$ cat config.mk
export PLATFORM = sky130hd
export DESIGN_NAME = stopwatch_ctrl
export DESIGN_NICKNAME = d
export VERILOG_FILES = /design/src/rtl/stopwatch_pkg.sv /design/src/rtl/stopwatch_ctrl_tick_gen.sv /design/src/rtl/stopwatch_ctrl.sv
export SDC_FILE = /design/constraint.sdc
export NUM_CORES = 1
export LEC_CHECK = 0
export ABC_AREA = 1
export CAP_MARGIN = 20
export CORE_UTILIZATION = 35
export CTS_CLUSTER_DIAMETER = 200
export DETAILED_ROUTE_END_ITERATION = 8
export PLACE_DENSITY = 0.48
export SLEW_MARGIN = 10
export SYNTH_ARGS = -nofsm -noshare
export SYNTH_HDL_FRONTEND = slang
export SYNTH_HIERARCHICAL = 1
export SYNTH_SLANG_ARGS = --single-unit
$ cat constraint.sdc
create_clock -name clk -period 2.25 [get_ports clk]
set_input_delay 0.45 -clock clk [delete_from_list [all_inputs] [get_ports clk]]
set_output_delay 0.45 -clock clk [all_outputs]
set_load 0.05 [all_outputs]
$ cat src/rtl/stopwatch_pkg.sv
// Shared types and constants for the stopwatch run/stop/lap/clear controller.
package stopwatch_pkg;

  // Default prescaler division: one count tick per second at a 100 MHz clock.
  localparam int unsigned SW_DIV_1HZ = 100_000_000;

  // Controller states; the encodings are visible on the status LEDs.
  typedef enum logic [1:0] {
    IDLE = 2'd0,
    RUN  = 2'd1,
    LAP  = 2'd2,
    STOP = 2'd3
  } sw_state_t;

  // Prescaler width for a given division, never narrower than one bit.
  function automatic int unsigned swPreWidth(input int unsigned div);
    return (div > 1) ? $clog2(div) : 1;
  endfunction

endpackage

$ cat src/rtl/stopwatch_ctrl_tick_gen.sv
// Prescaler producing one enable tick every DIV cycles while running.
// A stopped prescaler keeps its value so a partial second survives a pause.
module tick_gen
  import stopwatch_pkg::*;
#(
  parameter int unsigned DIV = SW_DIV_1HZ
) (
  input  logic clk,
  input  logic rst,
  input  logic run,
  input  logic load0,
  output logic tick
);

  localparam int unsigned W = swPreWidth(DIV);
  localparam logic [W-1:0] LAST = W'(DIV - 1);

  logic [W-1:0] pre_q;
  logic [W-1:0] pre_d;

  // Next prescaler value: forced to zero, advanced with wrap, or held.
  always_comb begin
    pre_d = pre_q;
    if (load0) begin
      pre_d = '0;
    end else if (run) begin
      pre_d = (pre_q == LAST) ? '0 : pre_q + W'(1);
    end
  end

  // Prescaler register with synchronous active-low reset.
  always_ff @(posedge clk) begin
    if (!rst) begin
      pre_q <= '0;
    end else begin
      pre_q <= pre_d;
    end
  end

  assign tick = run && (pre_q == LAST);

endmodule

$ cat src/rtl/stopwatch_ctrl.sv
// Stopwatch controller: turns the start/stop and lap/reset buttons into a
// four-state FSM, drives the seconds-counter enable and clear pulses, and
// tells the display path when to freeze the shown value.
module stopwatch_ctrl
  import stopwatch_pkg::*;
#(
  parameter int unsigned DIV = SW_DIV_1HZ
) (
  input  logic       clk,
  input  logic       rst,
  input  logic       btn_ss,
  input  logic       btn_lr,
  output logic       cnt_enb,
  output logic       cnt_clr,
  output logic       lap_hold,
  output logic       running,
  output logic [1:0] st
);

  sw_state_t state_q;
  sw_state_t state_d;
  logic      btnSs_q;
  logic      btnLr_q;
  logic      clr_q;
  logic      clr_d;
  logic      pressSs;
  logic      pressLr;
  logic      preLoad;
  logic      isRunning;

  // Rising-edge detection; the previous samples reset high so a button held
  // through reset must be released before it can register a press.
  assign pressSs = btn_ss & ~btnSs_q;
  assign pressLr = btn_lr & ~btnLr_q;

  // Counting is decided from the registered state only, which keeps the
  // count enable free of any combinational path from the buttons.
  assign isRunning = (state_q == RUN) || (state_q == LAP);

  // Next-state logic; start/stop has priority over lap/reset in every state.
  always_comb begin
    state_d = state_q;
    preLoad = 1'b0;
    clr_d   = 1'b0;
    unique case (state_q)
      IDLE: begin
        preLoad = 1'b1;
        if (pressSs) begin
          state_d = RUN;
        end
      end
      RUN: begin
        if (pressSs) begin
          state_d = STOP;
        end else if (pressLr) begin
          state_d = LAP;
        end
      end
      LAP: begin
        if (pressSs) begin
          state_d = STOP;
        end else if (pressLr) begin
          state_d = RUN;
        end
      end
      STOP: begin
        if (pressSs) begin
          state_d = RUN;
        end else if (pressLr) begin
          state_d = IDLE;
          preLoad = 1'b1;
          clr_d   = 1'b1;
        end
      end
      default: begin
        state_d = IDLE;
      end
    endcase
  end

  // State, button history and clear-pulse registers.
  always_ff @(posedge clk) begin
    if (!rst) begin
      state_q <= IDLE;
      btnSs_q <= 1'b1;
      btnLr_q <= 1'b1;
      clr_q   <= 1'b0;
    end else begin
      state_q <= state_d;
      btnSs_q <= btn_ss;
      btnLr_q <= btn_lr;
      clr_q   <= clr_d;
    end
  end

  tick_gen #(
    .DIV(DIV)
  ) uTickGen (
    .clk  (clk),
    .rst  (rst),
    .run  (isRunning),
    .load0(preLoad),
    .tick (cnt_enb)
  );

  assign cnt_clr  = clr_q;
  assign lap_hold = (state_q == LAP);
  assign running  = isRunning;
  assign st       = state_q;

endmodule

After elaboration in Yosys (flattened, before gate mapping)
Index checks and enable logic that the tools add are counted.
{"block": "op_classes", "addsub": 1, "eq_ne": 8, "n_mux": 12, "n_bitwise": 5, "reduce_logical": 6}
{"operator": "$add A27 B1 Y27 const B", "count": 1}
{"operator": "$eq A27 B27 Y1 const B", "count": 1}
{"operator": "$mux W27", "count": 1}
{"operator": "$mux W2", "count": 7}
{"operator": "$pmux W2 S4", "count": 1}
{"operator": "$ne A3 B3 Y1 const B", "count": 2}
{"operator": "$eq A2 B2 Y1 const B", "count": 2}
{"operator": "$reduce_and A4 Y1", "count": 1}
{"operator": "$ne A3 B1 Y1 const B", "count": 1}
{"operator": "$not A1 Y1", "count": 3}
{"operator": "$and A1 B1 Y1", "count": 2}
{"operator": "$eq A2 B1 Y1 const B", "count": 1}
{"operator": "$logic_not A2 Y1", "count": 1}
{"operator": "$mux W1", "count": 2}
{"operator": "$ne A2 B2 Y1 const B", "count": 1}
{"operator": "$pmux W1 S2", "count": 1}
{"operator": "$reduce_and A2 Y1", "count": 1}
{"operator": "$reduce_or A2 Y1", "count": 1}
{"operator": "$logic_and A1 B1 Y1", "count": 1}
{"operator": "$logic_or A1 B1 Y1", "count": 1}
{"block": "totals", "regBits": 32, "in_bits": 4, "out_inout_bits": 6}

Longest topological paths before layout
Gate-level depths: netlist of the first run.
{"block": "logic_depth", "ltp_word": 6, "mapped_depth": 11}

Hierarchy
Netlist of the first run, hierarchy kept.
{"module": "tick_gen", "instances": 1, "cells_per_inst": 240, "area_per_inst_um2": 1537.7}
{"module": "stopwatch_ctrl", "instances": 1, "cells_per_inst": 43, "area_per_inst_um2": 327.8}

Least setup slack after synthesis of the first run
No wires, ideal clock.
{"block": "synth_timing", "path_kind": "reg-to-output", "from": "register state_q[0], in the netlist st[0]", "to": "output cnt_enb", "t_arrival_ps": 2483, "required_time_ps": 1800, "path_slack_ps": -683, "path_stages_with_launch": 9, "n_path_buf": 0, "path_cell_list": "dfxtp_1 -> inv_1 -> ha_1 -> nand2_1 -> inv_1 -> nand2_1 -> nor2_1 -> nand2_1 -> nor2_2"}
{"block": "synth_between", "elab_chain_cells": 3, "word_cells_on_any_way": 4, "cone_classes": "2 x eq/ne; 2 x reduce/logical"}
{"item": "start: declaration", "line": "stopwatch_ctrl.sv:20", "text": "sw_state_t state_q;"}
{"item": "start signal: assignment", "line": "stopwatch_ctrl.sv:89", "text": "state_q <= state_d;"}
{"item": "$eq A2 B1 Y1 / $eq A2 B2 Y1 (equally long branches)", "line": "stopwatch_ctrl.sv:38", "text": "assign isRunning = (state_q == RUN) || (state_q == LAP);"}
{"item": "$logic_or A1 B1 Y1 (*)", "line": "stopwatch_ctrl.sv:38"}
{"item": "named net running", "line": "stopwatch_ctrl.sv:16", "text": "output logic running,"}
{"item": "$logic_and A1 B1 Y1 (*)", "line": "stopwatch_ctrl_tick_gen.sv:40", "text": "assign tick = run && (pre_q == LAST);"}
{"item": "end: declaration", "line": "stopwatch_ctrl.sv:13", "text": "output logic cnt_enb,"}
Mark *: on every way through the listed nets, which the timed path passes. The rest lies on a longest branch.

Final worst setup path of the first run
{"block": "layout_timing", "from": "register state_q[0], in the netlist st[0]", "to": "output cnt_enb"}
{"block": "layout_between", "elab_chain_cells": 3, "word_cells_on_any_way": 4, "cone_classes": "2 x eq/ne; 2 x reduce/logical"}
{"item": "$eq A2 B1 Y1 / $eq A2 B2 Y1 (equally long branches)", "line": "stopwatch_ctrl.sv:38"}
{"item": "$logic_or A1 B1 Y1 (*)", "line": "stopwatch_ctrl.sv:38"}
{"item": "$logic_and A1 B1 Y1 (*)", "line": "stopwatch_ctrl_tick_gen.sv:40"}
Every way passes the cells marked *; elsewhere a longest branch is shown, timed or not.

==> results by group, run 1 <==
STA
  • Max Clock Freq: 0.478 GHz
  • Slew Limit Fails: 0
  • Worst rel slew slack: 66.9%
  • Final number of setup-violating endpoints: 0
  • Post-Route Skew: 0.00339 ns
  • Tcrit/Tclk final: 92.9%
  • RSZ-0062 raised after global routing: false
  • Hold Fails Final Rpt: 0
  • Worst-Margin Slew: 0.495 ns
  • Crit path time final: 2.09 ns
  • Setup TNS: 0 ns
  • Hold slack: 0.514 ns

Detailed routing
  • Final WL: 4170 um
  • Routed vias: 1,655
  • Detail Route Antenna Nets: 0
  • DR WL/cell: 11.2 um
  • First-pass DRT Iterations: 4
  • Initial DRC Count: 50
  • DRC Markers: 0
  • Number of vias per cell: 4.46

Finish
  • # diodes: 0
  • Commonest non-fill, non-tap cell in the layout: nand2_1
  • Area Overhead vs Synth: 16.1%
  • Commonest non-fill, non-tap cells in the layout: nand2_1, nor2_1, dfxtp_1
  • Layout cells sized above 1: 13.3%
  • Final Util: 42.4%
  • Nets@finish: 312

Yosys
  • Post-Syn Area: 1870 sq um
  • Mapped Cells: 283
  • Synthesized area per cell: 6.59 sq um
  • Unique masters post-synth: 25
  • Synth Register Bits: 32
  • Ys Warns: 6
  • Register area share after synthesis: 34.3%
  • Mapped Nets: 294

Clock network
  • Clock sinks: 32
  • Worst-skew pair later-pin latency: 0.28 ns
  • Post-CTS Hold Fix Bufs: 0
  • CTS clock-pin slew for the worst setup and hold paths: 0.07 ns
  • Longest Clk Path Bufs: 2
  • Total CTS buffers: 5
  • CTS tree: done
  • H-tree level count: 2
  • Clock Tree Root: clkbuf_8

Setup path
  • Worst-path fanout max: 8
  • Worst-path cell chain: inv_2, ha_4, nand2_1, inv_1, nand2_1, nor2_1, nand2_1, nor2_4, buf_12
  • Critical Path End Type: output port
  • Worst path top cell family by delay: simple AND/OR/NAND/NOR gates
  • Critical path class: flop to output port
  • CP bufs+invs: 3
  • Crit-path slowest cell: dfxtp_4
  • Crit-path most repeated cell: nand2_1
  • Startpoint Class: flop
  • Slowest stage delay, CP: 0.39 ns
  • Critical Path RT: 1.80 ns
  • Worst path arrival time: 1.64 ns

Die
  • Row count: 26
  • Chip Height: 75.0 um
  • # IOs: 10
  • Core box area: 5110 sq um
  • DIE AREA: 5630 sq um
  • Starting Density: 36.5%
  • Die Width: 75.0 um

Power and ir drop
  • Worst VDD drop: 280 uV
  • P_leak: 0.780 nW
  • Power Density: 760 nW/um^2

GRT
  • Number of antenna violations at the first check in global routing: 0
  • GRT Overall Usage: 16.6%
  • Met3 Track Usage GR: 3.61%
  • Number of global-route vias before repair: 1,513
  • Largest net degree at the start of global routing: 12
  • Gr busiest metal: met2
  • Met2 Use GR: 26.6%
  • M1 GR Usage: 22.4%
  • First-pass GRT wire length: 7020 um
  • Gr ovfl total: 0

Worst hold path
  • Worst hold path type: flop to flop

Job
  • Max_cap viols: 0

Placement
  • DPL Wire Length: 3240 um
  • IO buf count: 9
  • Final Wtd Congestion: 0.754

Run status
  • Status: finished, final reports clean
-- kinds of logic (layout without fill, tap and decap cells) --
family	after synthesis	after routing	share of synthesized area, %
adder cells (fa/ha/maj)	7	7	4.69
XOR/XNOR	11	11	5.16
flip-flops	32	32	34.3
buffers and inverters	33	51	6.71
AND/OR/NAND/NOR	190	190	46.1
AO/OA/AOI/OAI	10	10	2.95
-- Yosys cell counts --
library cell	instances	area share [%]
inv_2	3	0.60
a31oi_1	1	0.34
nand3_2	2	1.1
buf_2	1	0.27
or2_1	2	0.67
clkinv_1	2	0.40
ha_1	7	4.7
nor2_4	7	4.2
nand3_1	14	3.8
o21ai_0	2	0.54
xnor2_1	3	1.4
nand4_1	6	2.0
inv_1	27	5.4
xor2_1	8	3.8
nand3b_1	1	0.40
nand2_2	6	2.0
a21oi_1	5	1.3
nor2_2	5	1.7
nand2_4	1	0.60
a21o_1	1	0.40
dfxtp_1	32	34
nor2_1	69	14
nand2_1	72	14
o22ai_1	1	0.34
nor3_1	5	1.3
-- flip-flops by register name (all words and copies together), names as in the netlist --
register	count
uTickGen/pre_q	27
cnt_clr	1
btnSs_q	1
btnLr_q	1
st	2
-- worst paths after layout --
check	start	end	slack [ns]	cells past startpoint
max	st[0]	cnt_enb	0.16	9
max reg2reg	st[0]	uTickGen/pre_q[26]	0.50	11
min reg2reg	uTickGen/pre_q[1]	uTickGen/pre_q[1]	0.51	2
min	uTickGen/pre_q[1]	uTickGen/pre_q[1]	0.51	2
-- worst register-to-register path, delay by kind of cell, from the launching register on --
| kind | cells | cell delay, ns |
|---|---|---|
| adder cells (fa/ha/maj) | 1 | 0.27 |
| buffers and inverters | 2 | 0.23 |
| flip-flops | 1 | 0.39 |
| AND/OR/NAND/NOR | 8 | 0.81 |
-- layer usage --
metal / vias up / part of all wire, %
li1: 905 / -
met1: 728 / 51
met2: 18 / 45
met3: 4 / 2.7
met4: 0 / 1.2
met5: - / 0
-- what timing repair did --
item	in CTS	in global routing
endpoints found under the setup margin	1	1
resized for setup	0	2
setup buffers	1	0
pin swaps	1	0
-- through the flow --
| step | cell area (sq um) | instances | setup slack, ns | total power, mW |
|---|---|---|---|---|
| after detailed placement | 2080 | 363 | 0.143 | 1.25 |
| after global routing | 2170 | 371 | 0.0359 | 1.76 |
| after global placement | 2080 | 363 | 0.187 | 1.24 |
| final | 2170 | 371 | 0.160 | 1.65 |
| after floorplan | 1890 | 283 | 0.0288 | 1.08 |
| after CTS | 2160 | 371 | 0.0315 | 1.68 |
-- where the power goes --
group          switching, mW  internal [mW]  total (mW)  leakage, nW
Combinational          0.410          0.193       0.603        0.480
Clock                  0.207          0.210       0.417       0.0410
Sequential            0.0301          0.596       0.626        0.260
Total                  0.647          0.999        1.65        0.780
-- final cells by class --
class / count / area (sq um)
Multi-Input combinational cell: 218 / 1120
Clock inverter: 1 / 5.00
Clock buffer: 6 / 72.6
Sequential cell: 32 / 646
Tap cell: 70 / 87.6
Fill cell: 569 / 2940
Timing Repair Buffer: 12 / 118
Inverter: 32 / 120
No activity file was read; power rests on OpenSTA's default activity.
==> run 2, diff against run 1 <==
Settings changed: SETUP_SLACK_MARGIN set to 0.1, TNS_END_PERCENT set to 20.
==> run 2 against run 1 <==
Compared with the run above:
- final cell count is 0.81% higher
- hold slack worse by 0.0094 ns
- fmax grew 2.0%
- clock skew rose by 0.0027 ns
- register-to-register slack better by 0.05 ns
==> results by group, run 2 (same netlist as run 1, synthesis figures left out) <==
Die
  • Die Width: 75.0 um (unchanged)
  • Row count: 26 (unchanged)
  • Chip Height: 75.0 um (unchanged)
  • # IOs: 10 (unchanged)
  • DIE AREA: 5630 sq um (unchanged)
  • Starting Density: 36.5% (unchanged)
  • Core box area: 5110 sq um (unchanged)

Setup path
  • Critical path class: flop to output port
  • Reg-to-reg slack, setup: 0.55 ns (+0.05 ns)
  • Startpoint Class: flop
  • Worst path arrival time: 1.60 ns (-0.04 ns)
  • Reg2reg end: uTickGen/pre_q[26]
  • CP Launch Point: uTickGen/pre_q[0]
  • Worst-path fanout max: 4 (-4)
  • Worst reg2reg startpoint: st[1]
  • Critical Path End Type: output port
  • FF-to-FF path depth: 11 (unchanged)
  • Critical Path RT: 1.80 ns (about the same)
  • CP endpoint: cnt_enb

Power and ir drop
  • Worst VDD drop: 275 uV (-1.7%)
  • Switching Share: 39.0% (-0.35 points)
  • Int Power: 1.05 mW (+4.9%)
  • Total net switching power: 0.668 mW (+3.3%)
  • Clk pwr share: 26.8% (+1.5 points)
  • Power Density: 778 nW/um^2 (+2.4%)
  • Seq pwr share: 35.8% (-2.2 points)
  • Logic pwr share: 37.4% (+0.8 points)
  • P_leak: 0.803 nW (+2.9%)

GRT
  • Largest net degree at the start of global routing: 12 (unchanged)
  • Number of antenna violations at the first check in global routing: 0 (unchanged)
  • GRT Overall Usage: 16.5% (-0.15 points)
  • First-pass GRT wire length: 6800 um (-3.0%)
  • Gr ovfl total: 0 (unchanged)
  • Number of global-route vias before repair: 1,485 (-1.9%)

Detailed routing
  • DR WL/cell: 11.0 um (-2.0%)
  • Detail Route Antenna Nets: 0 (unchanged)
  • Routed vias: 1,660 (+0.30%)
  • DRC Markers: 0 (unchanged)
  • Number of vias per cell: 4.44 (-0.50%)
  • First-pass DRT Iterations: 4 (unchanged)
  • Final WL: 4120 um (-1.2%)
  • Initial DRC Count: 76 (+52%)

Finish
  • Max FFs per register: 27 (unchanged)
  • Commonest non-fill, non-tap cells in the layout: nand2_1, nor2_1, dfxtp_1
  • # diodes: 0 (unchanged)
  • Commonest non-fill, non-tap cell in the layout: nand2_1
  • Largest Register: uTickGen/pre_q
  • # fillers: 569 (unchanged)
  • Post-route design area: 2210 sq um (+1.8%)
  • Count of non-filler cells in the finished layout: 374 (+0.81%)
  • Layout cells sized above 1: 15.5% (+2.2 points)
  • Nets@finish: 314 (+0.64%)
  • Area Overhead vs Synth: 18.2%

STA
  • Final number of setup-violating endpoints: 0 (unchanged)
  • RSZ-0062 raised after global routing: false
  • Post-Route Skew: 0.00609 ns (+0.00270 ns)
  • Worst-Margin Slew: 0.495 ns (+0.0000492 ns)
  • Tcrit/Tclk final: 91.0% (-1.9 points)
  • Crit path time final: 2.05 ns (-0.0419 ns)
  • Slew Limit Fails: 0 (unchanged)
  • Worst rel slew slack: 66.9% (about the same)
  • Setup TNS: 0 ns (unchanged)
  • Max Clock Freq: 0.488 GHz (+2.0%)
  • Hold Fails Final Rpt: 0 (unchanged)

Worst hold path
  • Worst hold path type: flop to flop

Placement
  • Cell Count Post-Placement: 362 (-0.28%)
  • Cell Area, Placed: 2080 sq um (-0.12%)
  • Final Wtd Congestion: 0.815 (+8.1%)
  • DPL Wire Length: 3120 um (-3.8%)
  • IO buf count: 9 (unchanged)

Clock network
  • H-tree level count: 2 (unchanged)
  • Worst-skew pair later-pin latency: 0.28 ns (about the same)
  • CTS tree: done
  • CTS clock-pin slew for the worst setup and hold paths: 0.07 ns (about the same)
  • Total CTS buffers: 5 (unchanged)
  • Clock sinks: 32 (unchanged)
  • Clock Tree Root: clkbuf_8
  • Longest Clk Path Bufs: 2 (unchanged)

Job
  • Max_cap viols: 0 (unchanged)

Run status
  • Status: finished, final reports clean
run 2: worst min path at each step:
stage / slack [ns] / startpoint / to / cells after the start
3_5_place_dp: 0.50 / uTickGen/pre_q[1] / uTickGen/pre_q[1] / 2
2_1_floorplan: 0.48 / uTickGen/pre_q[1] / uTickGen/pre_q[1] / 2
5_1_grt: 0.54 / uTickGen/pre_q[1] / uTickGen/pre_q[1] / 2
4_1_cts: 0.51 / uTickGen/pre_q[1] / uTickGen/pre_q[1] / 2
6_report: 0.50 / uTickGen/pre_q[1] / uTickGen/pre_q[1] / 2
3_3_place_gp: 0.50 / uTickGen/pre_q[1] / uTickGen/pre_q[1] / 2
run 2: power by group through the flow:
stage	logic (mW)	clock network, mW	registers [mW]
after floorplan	0.404	0	0.680
after CTS	0.635	0.483	0.616
after detailed placement	0.601	0	0.645
after global placement	0.607	0	0.645
final	0.641	0.460	0.615
after global routing	0.711	0.507	0.619
run 2: final cells by class:
class,count,area (sq um),area share (%)
Clock buffer,6,82.6,3.74
Clock inverter,2,10.0,0.454
Inverter,32,123,5.56
Multi-Input combinational cell,218,1120,50.9
Sequential cell,32,648,29.4
Tap cell,70,87.6,3.97
Timing Repair Buffer,14,133,6.01
run 2: metrics by stage:
step                      setup slack [ns]  power, mW  utilization [%]  hold WS [ns]
final                                0.202       1.72             43.2         0.504
after global routing                 0.102       1.84             43.2         0.544
after CTS                            0.106       1.73             42.9         0.512
after detailed placement             0.136       1.25             40.6         0.502
after global placement               0.222       1.25             40.6         0.501
after floorplan                      0.129       1.08                -         0.477
run 2: layer usage:
metal,GRT usage (%),up-vias,wire [um]
met2,25.4,28,1770
met1,21.8,715,2120
met5,0,-,0
met4,6.50,0,38
met3,4.55,4,188
li1,-,913,-
run 2: timing repair:
| action | in CTS | in global routing |
|---|---|---|
| hold buffers | 0 | 0 |
| buffers inserted | 3 | 1 |
| pin swaps | 2 | 2 |
| resized for setup | 2 | 3 |
| endpoints found under the setup margin | 1 | 1 |
run 2: worst max-delay path, cell delays in order, from the launching register on:
cell and delay (ns):
dfxtp_1 0.37, ha_1 0.23, nand3_1 0.12, nor2_2 0.18
nand2_1 0.12, nor2_4 0.16, buf_12 0.15
